==> src/rtl/score_render_pkg.sv <==
// rtl/score_render_pkg.sv - shared types, constants and helpers for the score renderer
package score_render_pkg;

  typedef enum logic [1:0] {
    ST_IDLE    = 2'd0,
    ST_CONVERT = 2'd1,
    ST_DRAW    = 2'd2,
    ST_DONE    = 2'd3
  } render_state_e;

  localparam int DEF_GLYPH_W = 8;
  localparam int DEF_GLYPH_H = 8;

  // Native size of the stored font; other glyph sizes are nearest-neighbour scaled.
  localparam int FONT_DIM = 8;

  localparam logic [2:0] COLOUR_WHITE = 3'b111;
  localparam logic [2:0] COLOUR_BLACK = 3'b000;

  // Largest value representable in n decimal digits (10^n - 1).
  function automatic logic [63:0] sat_limit(input int n);
    logic [63:0] v;
    v = 64'd1;
    for (int i = 0; i < n; i++) begin
      v = v * 64'd10;
    end
    return v - 64'd1;
  endfunction

  // Counter width able to index 0..n-1, never narrower than one bit.
  function automatic int idx_width(input int n);
    return (n > 1) ? $clog2(n) : 1;
  endfunction

endpackage

==> src/rtl/digit_glyph_rom.sv <==
// rtl/digit_glyph_rom.sv - combinational 0-9 glyph bitmap lookup, one pixel per access
module digit_glyph_rom
  import score_render_pkg::*;
#(
  parameter int GLYPH_W = DEF_GLYPH_W,
  parameter int GLYPH_H = DEF_GLYPH_H,
  parameter int ROW_W   = idx_width(GLYPH_H),
  parameter int COL_W   = idx_width(GLYPH_W)
) (
  input  logic [3:0]       digit_i,
  input  logic [ROW_W-1:0] row_i,
  input  logic [COL_W-1:0] col_i,
  output logic             pixel_o
);

  logic [63:0] bitmap;
  int          src_row;
  int          src_col;

  // Select the 8x8 bitmap; row 0 is the top byte, column 0 the byte MSB. Codes 10-15 are empty.
  always_comb begin
    bitmap = 64'h0;
    case (digit_i)
      4'd0:    bitmap = 64'h3C666E7666663C00;
      4'd1:    bitmap = 64'h1838181818187E00;
      4'd2:    bitmap = 64'h3C66060C30607E00;
      4'd3:    bitmap = 64'h3C66061C06663C00;
      4'd4:    bitmap = 64'h0C1C3C6C7E0C0C00;
      4'd5:    bitmap = 64'h7E607C0606663C00;
      4'd6:    bitmap = 64'h3C607C6666663C00;
      4'd7:    bitmap = 64'h7E060C1830303000;
      4'd8:    bitmap = 64'h3C66663C66663C00;
      4'd9:    bitmap = 64'h3C66663E060C3800;
      default: bitmap = 64'h0;
    endcase
  end

  // Map the requested glyph cell onto the native font grid and pick the bit.
  always_comb begin
    src_row = (int'(row_i) * FONT_DIM) / GLYPH_H;
    src_col = (int'(col_i) * FONT_DIM) / GLYPH_W;
    pixel_o = bitmap[6'(63 - (src_row * FONT_DIM + src_col))];
  end

endmodule

==> src/rtl/score_digit_renderer.sv <==
// rtl/score_digit_renderer.sv - binary score to BCD conversion and glyph pixel streaming
module score_digit_renderer
  import score_render_pkg::*;
#(
  parameter int         NUM_DIGITS    = 4,
  parameter int         SCORE_W       = 14,
  parameter int         GLYPH_W       = DEF_GLYPH_W,
  parameter int         GLYPH_H       = DEF_GLYPH_H,
  parameter int         DIGIT_PITCH   = 10,
  parameter int         X0            = 0,
  parameter int         Y0            = 0,
  parameter logic [2:0] FG_COLOUR     = COLOUR_WHITE,
  parameter logic [2:0] BG_COLOUR     = COLOUR_BLACK,
  parameter bit         BLANK_LEADING = 1'b1
) (
  input  logic                    clk,
  input  logic                    reset,
  input  logic                    start,
  input  logic                    stall,
  input  logic [SCORE_W-1:0]      score,
  output logic                    busy,
  output logic                    done,
  output logic                    pix_plot,
  output logic [7:0]              pix_x,
  output logic [6:0]              pix_y,
  output logic [2:0]              pix_colour,
  output logic [4*NUM_DIGITS-1:0] digits_bcd
);

  localparam int          BCD_W = 4 * NUM_DIGITS;
  localparam int          BIT_W = idx_width(SCORE_W);
  localparam int          DIG_W = idx_width(NUM_DIGITS);
  localparam int          ROW_W = idx_width(GLYPH_H);
  localparam int          COL_W = idx_width(GLYPH_W);
  localparam logic [63:0] SAT_MAX = sat_limit(NUM_DIGITS);

  render_state_e     state_q;
  logic [SCORE_W-1:0] score_q;
  logic [BCD_W-1:0]   bcd_q;
  logic [BIT_W-1:0]   bit_cnt_q;
  logic [DIG_W-1:0]   dig_q;
  logic [ROW_W-1:0]   row_q;
  logic [COL_W-1:0]   col_q;
  logic               busy_q;
  logic               done_q;
  logic               pix_plot_q;
  logic [7:0]         pix_x_q;
  logic [6:0]         pix_y_q;
  logic [2:0]         pix_colour_q;
  logic [BCD_W-1:0]   digits_bcd_q;

  logic [SCORE_W-1:0]    score_sat;
  logic [BCD_W-1:0]      bcd_adj;
  logic [BCD_W-1:0]      bcd_d;
  logic [NUM_DIGITS-1:0] blank_vec;
  logic                  zero_above;
  logic [3:0]            cur_digit;
  logic                  cur_blank;
  logic                  glyph_bit;
  logic [7:0]            pix_x_d;
  logic [6:0]            pix_y_d;
  logic [2:0]            pix_colour_d;
  logic                  last_col;
  logic                  last_row;
  logic                  last_dig;

  // Clamp the incoming score to what NUM_DIGITS decimal digits can show.
  always_comb begin
    score_sat = score;
    if (64'(score) > SAT_MAX) begin
      score_sat = SAT_MAX[SCORE_W-1:0];
    end
  end

  // One shift-add-3 step: correct every nibble >= 5, then shift in the next score MSB.
  always_comb begin
    bcd_adj = bcd_q;
    for (int i = 0; i < NUM_DIGITS; i++) begin
      if (bcd_q[4*i +: 4] >= 4'd5) begin
        bcd_adj[4*i +: 4] = bcd_q[4*i +: 4] + 4'd3;
      end
    end
    bcd_d    = bcd_adj << 1;
    bcd_d[0] = score_q[SCORE_W-1];
  end

  // Leading-zero blanking walks down from the MS digit; the LS digit always shows.
  always_comb begin
    blank_vec  = '0;
    zero_above = 1'b1;
    for (int i = NUM_DIGITS - 1; i >= 0; i--) begin
      zero_above   = zero_above && (digits_bcd_q[4*i +: 4] == 4'd0);
      blank_vec[i] = BLANK_LEADING && zero_above && (i != 0);
    end
  end

  // Digit under the draw cursor; dig_q counts screen positions left to right, MS digit first.
  always_comb begin
    cur_digit = 4'd0;
    cur_blank = 1'b0;
    for (int i = 0; i < NUM_DIGITS; i++) begin
      if (int'(dig_q) == NUM_DIGITS - 1 - i) begin
        cur_digit = digits_bcd_q[4*i +: 4];
        cur_blank = blank_vec[i];
      end
    end
  end

  digit_glyph_rom #(
    .GLYPH_W (GLYPH_W),
    .GLYPH_H (GLYPH_H),
    .ROW_W   (ROW_W),
    .COL_W   (COL_W)
  ) u_glyph_rom (
    .digit_i (cur_digit),
    .row_i   (row_q),
    .col_i   (col_q),
    .pixel_o (glyph_bit)
  );

  // Screen coordinate and colour of the pixel under the cursor, truncated to port widths.
  always_comb begin
    pix_x_d      = 8'(X0 + int'(dig_q) * DIGIT_PITCH + int'(col_q));
    pix_y_d      = 7'(Y0 + int'(row_q));
    pix_colour_d = (glyph_bit && !cur_blank) ? FG_COLOUR : BG_COLOUR;
    last_col     = (col_q == COL_W'(GLYPH_W - 1));
    last_row     = (row_q == ROW_W'(GLYPH_H - 1));
    last_dig     = (dig_q == DIG_W'(NUM_DIGITS - 1));
  end

  // Render FSM: accept, convert, stream pixels, pulse done; all outputs registered.
  always_ff @(posedge clk) begin
    if (reset) begin
      state_q      <= ST_IDLE;
      score_q      <= '0;
      bcd_q        <= '0;
      bit_cnt_q    <= '0;
      dig_q        <= '0;
      row_q        <= '0;
      col_q        <= '0;
      busy_q       <= 1'b0;
      done_q       <= 1'b0;
      pix_plot_q   <= 1'b0;
      pix_x_q      <= '0;
      pix_y_q      <= '0;
      pix_colour_q <= BG_COLOUR;
      digits_bcd_q <= '0;
    end else begin
      done_q     <= 1'b0;
      pix_plot_q <= 1'b0;
      case (state_q)
        ST_IDLE: begin
          if (start) begin
            score_q   <= score_sat;
            bcd_q     <= '0;
            bit_cnt_q <= '0;
            busy_q    <= 1'b1;
            state_q   <= ST_CONVERT;
          end
        end
        ST_CONVERT: begin
          if (!stall) begin
            bcd_q   <= bcd_d;
            score_q <= score_q << 1;
            if (bit_cnt_q == BIT_W'(SCORE_W - 1)) begin
              digits_bcd_q <= bcd_d;
              dig_q        <= '0;
              row_q        <= '0;
              col_q        <= '0;
              state_q      <= ST_DRAW;
            end else begin
              bit_cnt_q <= bit_cnt_q + 1'b1;
            end
          end
        end
        ST_DRAW: begin
          if (!stall) begin
            pix_plot_q   <= 1'b1;
            pix_x_q      <= pix_x_d;
            pix_y_q      <= pix_y_d;
            pix_colour_q <= pix_colour_d;
            if (!last_col) begin
              col_q <= col_q + 1'b1;
            end else begin
              col_q <= '0;
              if (!last_row) begin
                row_q <= row_q + 1'b1;
              end else begin
                row_q <= '0;
                if (!last_dig) begin
                  dig_q <= dig_q + 1'b1;
                end else begin
                  done_q  <= 1'b1;
                  state_q <= ST_DONE;
                end
              end
            end
          end
        end
        ST_DONE: begin
          busy_q  <= 1'b0;
          state_q <= ST_IDLE;
        end
        default: begin
          busy_q  <= 1'b0;
          state_q <= ST_IDLE;
        end
      endcase
    end
  end

  assign busy       = busy_q;
  assign done       = done_q;
  assign pix_plot   = pix_plot_q;
  assign pix_x      = pix_x_q;
  assign pix_y      = pix_y_q;
  assign pix_colour = pix_colour_q;
  assign digits_bcd = digits_bcd_q;

endmodule

==> config.mk <==
export PLATFORM = sky130hd
export DESIGN_NAME = score_digit_renderer
export DESIGN_NICKNAME = d
export VERILOG_FILES = /design/src/rtl/score_render_pkg.sv /design/src/rtl/digit_glyph_rom.sv /design/src/rtl/score_digit_renderer.sv
export SDC_FILE = /design/constraint.sdc
export NUM_CORES = 1
export LEC_CHECK = 0
export CAP_MARGIN = 5
export CORE_MARGIN = 3
export CORE_UTILIZATION = 60
export DETAILED_ROUTE_END_ITERATION = 10
export PLACE_DENSITY = 0.85
export SYNTH_ARGS = -nofsm -noshare
export SYNTH_HDL_FRONTEND = slang
export SYNTH_HIERARCHICAL = 1
export SYNTH_SLANG_ARGS = --single-unit
export TNS_END_PERCENT = 1
==> constraint.sdc <==
create_clock -name clk -period 7.1 [get_ports clk]
set_input_delay 1.065 -clock clk [delete_from_list [all_inputs] [get_ports clk]]
set_output_delay 1.065 -clock clk [all_outputs]
set_load 0.05 [all_outputs]
After elaboration in Yosys (flattened, before gate mapping):

Memories as Yosys holds them, arrays and structs flattened.
Index checks and enable logic that the tools add are counted.

* output and inout bits: 37
* memories: 1
* ROM bits: 672
* logic and storage cells: 133
* register bits: 77

* mux-type cells: 54
* $mul: 1
* magnitude comparators: 6
* reduce and logical (&&, ||, !) cells: 23
* add/subtract/negate cells: 11
* bitwise operators: 4
* equality and inequality tests: 19

Memories
* (no name shown): depth 16, bits a word 42, read ports 1, clocked after memory_dff 0, wr ports 0, RTL line digit_glyph_rom.sv:23 `case (digit_i)`

Operators by type and width (number)
* 2-to-1 mux 14 bit: 3
* 2-to-1 mux 4 bit: 10
* 2-to-1 mux 16 bit: 2
* case mux 16 bit (2 select lines): 1
* case mux 14 bit (2 select lines): 1
* 2-to-1 mux 3 bit: 9
* 2-to-1 mux 2 bit: 13
* inequality test 2 bit, second input constant: 9
* greater-or-equal comparator 4 x 3 -> 1 bit, second input constant: 4
* greater-than comparator 14 bit, second input constant: 1
* AND reduction 7 bit: 2
* adder 4 x 2 -> 4 bit, second input constant: 3
* logical NOT 4 bit: 3
* case mux 3 bit (2 select lines): 2
* equality test 2 bit, second input constant: 5
* less-than comparator 6 x 8 -> 1 bit, second input constant: 1
* 2-to-1 mux 1 bit: 8
* case mux 2 bit (4 select lines): 1
* case mux 4 bit (2 select lines): 1
* AND reduction 4 bit: 2
* adder 6 x 3 -> 7 bit: 1
* adder 3 x 1 -> 3 bit, second input constant: 2
* adder 6 x 3 -> 6 bit: 1
* binary-select mux 1 bit (select 6 bit): 1
* other kinds (20): 32

Depth between registers and ports, before layout:

An unclocked memory read counts as a cell.

* word-level depth: 11
* depth in mapped cells: 18
* gate-level depth less buffers: 16

By module:

The synthesis kept the hierarchy.

Modules (own cells, without submodules)
* score_digit_renderer: times used 1, area an instance 3833.7 µm², cells each 454, sequential area each 1461.4 µm²
* digit_glyph_rom: times used 1, area an instance 895.9 µm², cells each 131, sequential area each 0.0 µm²

Least setup slack after synthesis:

OpenSTA, ideal clock, no wires.

* path kind: register to register
* start: reg dig_q[0]
* end: reg pix_colour_q[1] (netlist: pix_colour[1])
* buffers on the path: 0
* stages on the path, launching flop included: 17
* path slack: 3.660 ns
* arrival: 3.308 ns
* cells stage by stage: dfxtp_1 inv_1 ha_1 nand3b_1 a21oi_1 a21oi_1 o21ai_0 inv_1 ha_1 xnor2_1 o21ai_1 o211ai_1 a21boi_0 a221oi_1 a22oi_2 o211ai_1 a21oi_1

* word-level cells in the longest chain between the ends: 11
* elaborated cells between the ends (all ways): 18
* those cells by class: eq/ne: 3; mux: 11; reduce/logical: 3; memory: 1

Ends and longest elaborated chain
* from (decl): RTL line score_digit_renderer.sv:41 `logic [DIG_W-1:0] dig_q;`
* from (signal assigned): RTL line score_digit_renderer.sv:191 `dig_q <= dig_q + 1'b1;`
* equality test 2 x 1 -> 1 bit: RTL line score_digit_renderer.sv:102 `if (int'(dig_q) == NUM_DIGITS - 1 - i) begin`
* 2-to-1 mux 4 bit (3 in series): RTL line score_digit_renderer.sv:102
* 2-to-1 mux 4 bit (*): RTL line score_digit_renderer.sv:102
* via cur_digit[0]: RTL line score_digit_renderer.sv:57 `logic [3:0] cur_digit;`
* memory read (16 x 42 bit) (*)
* binary-select mux 1 bit (select 6 bit) (*): RTL line digit_glyph_rom.sv:42 `pixel_o = bitmap[6'(63 - (src_row * FONT_DIM + src_col))];`
* 2-to-1 mux 1 bit (not written as such) (*) (2 in series): RTL line digit_glyph_rom.sv:42
* via glyph_bit: RTL line score_digit_renderer.sv:59 `logic glyph_bit;`
* logical AND 1 bit (*): RTL line score_digit_renderer.sv:125 `pix_colour_d = (glyph_bit && !cur_blank) ? FG_COLOUR : BG_COLOUR;`
* 2-to-1 mux 3 bit (*): RTL line score_digit_renderer.sv:125
* to (signal assigned): RTL line score_digit_renderer.sv:181 `pix_colour_q <= pix_colour_d;`
* to (decl): RTL line score_digit_renderer.sv:49 `logic [2:0] pix_colour_q;`

Mark *: on every way through the listed nets, which the timed path passes. The rest lies on a longest branch. The select of a mux whose other input is x is not followed.
A chain may end at the register's enable or synchronous reset.

Worst setup path after layout:

Ends and elaborated chain as after synthesis.

==> impl_metrics.tcl <==
set metrics [dict create \
    status "completed" \
    layout.nets 655 \
    place_hpwl_mm 8.80 \
    post_cts_buffers 0 \
    die_area_um2 8980 \
    place_ws_ns 3.04 \
    worstSetupEndpointType "register" \
    dr.pass1.iters 5 \
    period_minus_slack_ns 4.14 \
    grt_max_degree 80 \
    synth_area_um2 4730 \
    h-tree-depth 3 \
    cts_made_buffers 9 \
    synth.distinct_cells 75 \
    portBuffers 48 \
    drt-initial-drc-count 360 \
    clock-sinks 73 \
    yosys-top-cells-area "dfxtp_1 (31%), ha_1 (7.7%), a21oi_1 (7.4%), nand2b_1 (4.2%), o21ai_0 (3.5%)" \
    switchingPower_w 0.000385 \
    hold_class "reg2reg" \
    initial_utilization_pct 63.5 \
    grt_pass1_vias 4194 \
    p_int_w 0.000705 \
    synth_top_family_by_area "compound AO/OA/AOI/OAI gates" \
    r2r_cells 16 \
    holdWs_ns 0.456 \
    p_sw_share_pct 35.3 \
    power_density_nw_per_um2 205 \
    synth.avg_cell_area_um2 8.08 \
    worst_slew_pin_slew_ns 1.16 \
    slew_headroom_pct 22.2 \
    drtAntennaViolNets 0 \
    synth_compound_area_share_pct 25.8 \
    fin_skew_ns 0.0116 \
    fin_crit_sh_pct 58.3 \
    routed_wirelength_mm 12.3 \
    cts_tree "yes" \
    synth_top_area_share_pct 30.9 \
    via_per_inst 6.33 \
    ir_worst_vdd_v 0.000170 \
    setup_violations 0 \
    grt_pass1_wl_mm 20.4 \
    clock_tree.root_cell "clkbuf_8" \
    drc 0 \
    clk-insertion-delay-late_ns 0.36 \
    grt-ovfl-total 0 \
    async_flop_share_pct 0 \
    die_x_um 94.8 \
    cap_violations 0 \
    synth_top_area_cell "dfxtp_1" \
    drv_slew 0 \
    layout_setup_ws_ns 2.96 \
    ys_seq_elements 73 \
    crit_fanout 10 \
    gp_congestion 0.912 \
    synthSimpleGateAreaFrac_pct 23.5 \
    io_pins 55 \
    via_count 4504 \
    synth-edff-count 0 \
    p_seq_share_pct 42.6 \
    synthAdderAreaFrac_pct 8.10 \
    die_y_um 94.8 \
    yosysWarnings 6 \
    critPathRequiredTime_ns 7.31 \
    clockBufferDepth 2 \
    synth_ff_type "dfxtp_1" \
    start_kind "register" \
    wl_per_cell_um 17.2 \
    fin_tns_setup_ns 0 \
    clk_pin_slew_ns 0.08 \
    drive_above_1_share_pct 7.68 \
    insertedDiodeCount 0 \
    holdBufCountCts 0 \
    num_rows 31 \
    min_path_cells 2 \
    dpl_cell_area_um2 5110 \
    rsz0062_at_grt "no" \
    power.share.clock_pct 30.8 \
    muxShareOfSynthArea_pct 2.12 \
    antenna_found_initial 0 \
    cp_data_arrival_time_ns 4.34 \
    p_leak_nw 1.78 \
    max_freq_mhz 242 \
    hold_violations 0 \
    seq_area_frac_synth_pct 30.9 \
    synthCells 585 \
    cts_resized 0 \
    path_class "reg2reg" \
    fin_area_um2 5310 \
    core_area_um2 7450 \
    area_growth_pct 12.4 \
    combPwrFrac_pct 26.6 \
    fin_total_pwr_w 0.00109 \
    synth_xor_area_share_pct 1.67 \
    grt.total_usage_pct 28.8 \
]
[per-stage QoR]
step,utilization [%],std cells
after detailed placement,68.6,695
after floorplan,-,590
after global placement,68.6,695
after CTS,71.4,711
final,71.4,711
after global routing,71.4,711
[final timing paths]
| path | start | to | slack [ns] |
|---|---|---|---|
| worst min-delay path | pix_x[0]$_SDFFE_PP0P_ | pix_x[0]$_SDFFE_PP0P_ | 0.46 |
| worst min register to register | pix_x[0]$_SDFFE_PP0P_ | pix_x[0]$_SDFFE_PP0P_ | 0.46 |
| worst max-delay path | dig_q[0]$_SDFFE_PP0P_ | pix_colour[1]$_SDFFE_PP0P_ | 2.96 |
| worst max register to register | dig_q[0]$_SDFFE_PP0P_ | pix_colour[1]$_SDFFE_PP0P_ | 2.96 |
[power groups by stage]
stage	logic [W]	registers [W]	clock network, W
6_report	0.000290	0.000465	0.000336
5_1_grt	0.000318	0.000467	0.000359
4_1_cts	0.000287	0.000464	0.000338
3_3_place_gp	0.000273	0.000472	0
2_1_floorplan	0.000214	0.000480	0
3_5_place_dp	0.000286	0.000473	0
[metal layers]
metal	vias up	part of all wire (%)	track usage, %
met1	2112	42	36.6
met5	-	0	0
li1	2147	-	-
met4	0	2.6	10.7
met3	30	7.3	6.85
met2	215	48	47.1
[worst max-delay path, cell delays in order (launching register included)]
cell and delay (ns):
dfxtp_1 0.43, inv_1 0.14, ha_1 0.32, nand3b_1 0.19, a21oi_1 0.16, a21oi_1 0.05
o21ai_0 0.79, inv_1 0.24, ha_1 0.45, xnor2_1 0.23, o21ai_1 0.09, o211ai_1 0.13
a21boi_0 0.11, a221oi_1 0.36, a22oi_2 0.13, o211ai_1 0.09, a21oi_1 0.08
[cell usage after synthesis (all sizes together) (4+ instances only)]
| cell | n |
|---|---|
| buf | 30 |
| a2111oi | 6 |
| dfxtp | 73 |
| o32ai | 4 |
| o21ai | 39 |
| nand3b | 13 |
| mux2 | 5 |
| or3 | 4 |
| ha | 29 |
| and2 | 6 |
| a22oi | 8 |
| o211ai | 5 |
| nand2 | 43 |
| clkbuf | 17 |
| nor2 | 38 |
| inv | 26 |
| o31ai | 4 |
| xnor2 | 8 |
| nand3 | 18 |
| a211oi | 10 |
| nor2b | 9 |
| o22ai | 9 |
| nor3 | 4 |
| a21oi | 71 |
| nand2b | 32 |
| nor3b | 16 |
| mux2i | 4 |
| nor4 | 6 |
[logic make-up (layout without fill, tap and decap cells)]
family | count (synthesis) | in the layout
adders and majority gates | 30 | 30
AOI/OAI and AO/OA | 189 | 189
DFF | 73 | 73
muxes | 9 | 9
xor gates and xnor gates | 9 | 9
and+or+nand+nor | 201 | 201
other | 1 | 6
buffers and inverters | 73 | 95
[cell type report]
type	instances	area, µm²
well taps	99	124
clock inverters	7	77.6
multi-input cells	444	2920
flip-flops and latches	73	1460
inverters	26	97.6
fillers	622	2130
repair buffers	53	513
clock buffers	9	124
[registers in the layout, summed over array words and instances (netlist names)]
signal      flops
score_q        14
dig_q           2
pix_colour      1
bit_cnt_q       4
pix_plot        1
row_q           3
done            1
bcd_q          16
busy            1
col_q           3
digits_bcd     16
pix_y           3
pix_x           6
state_q         2
[cell usage in the layout, fill, tap and decap left out, types with 9 or more instances in the layout]
cell type | Yosys | layout
a21oi_1 | 70 | 70
clkbuf_8 | 0 | 9
clkdlybuf4s50_1 | 0 | 47
dfxtp_1 | 73 | 73
ha_1 | 29 | 29
inv_1 | 25 | 25
nand2_1 | 43 | 43
nand2b_1 | 32 | 32
nand3_1 | 17 | 17
nand3b_1 | 12 | 12
nor2_1 | 37 | 37
nor2b_1 | 9 | 9
nor3b_1 | 14 | 14
o21ai_0 | 33 | 31
o22ai_1 | 9 | 9
No activity file was read; power rests on OpenSTA's default activity.
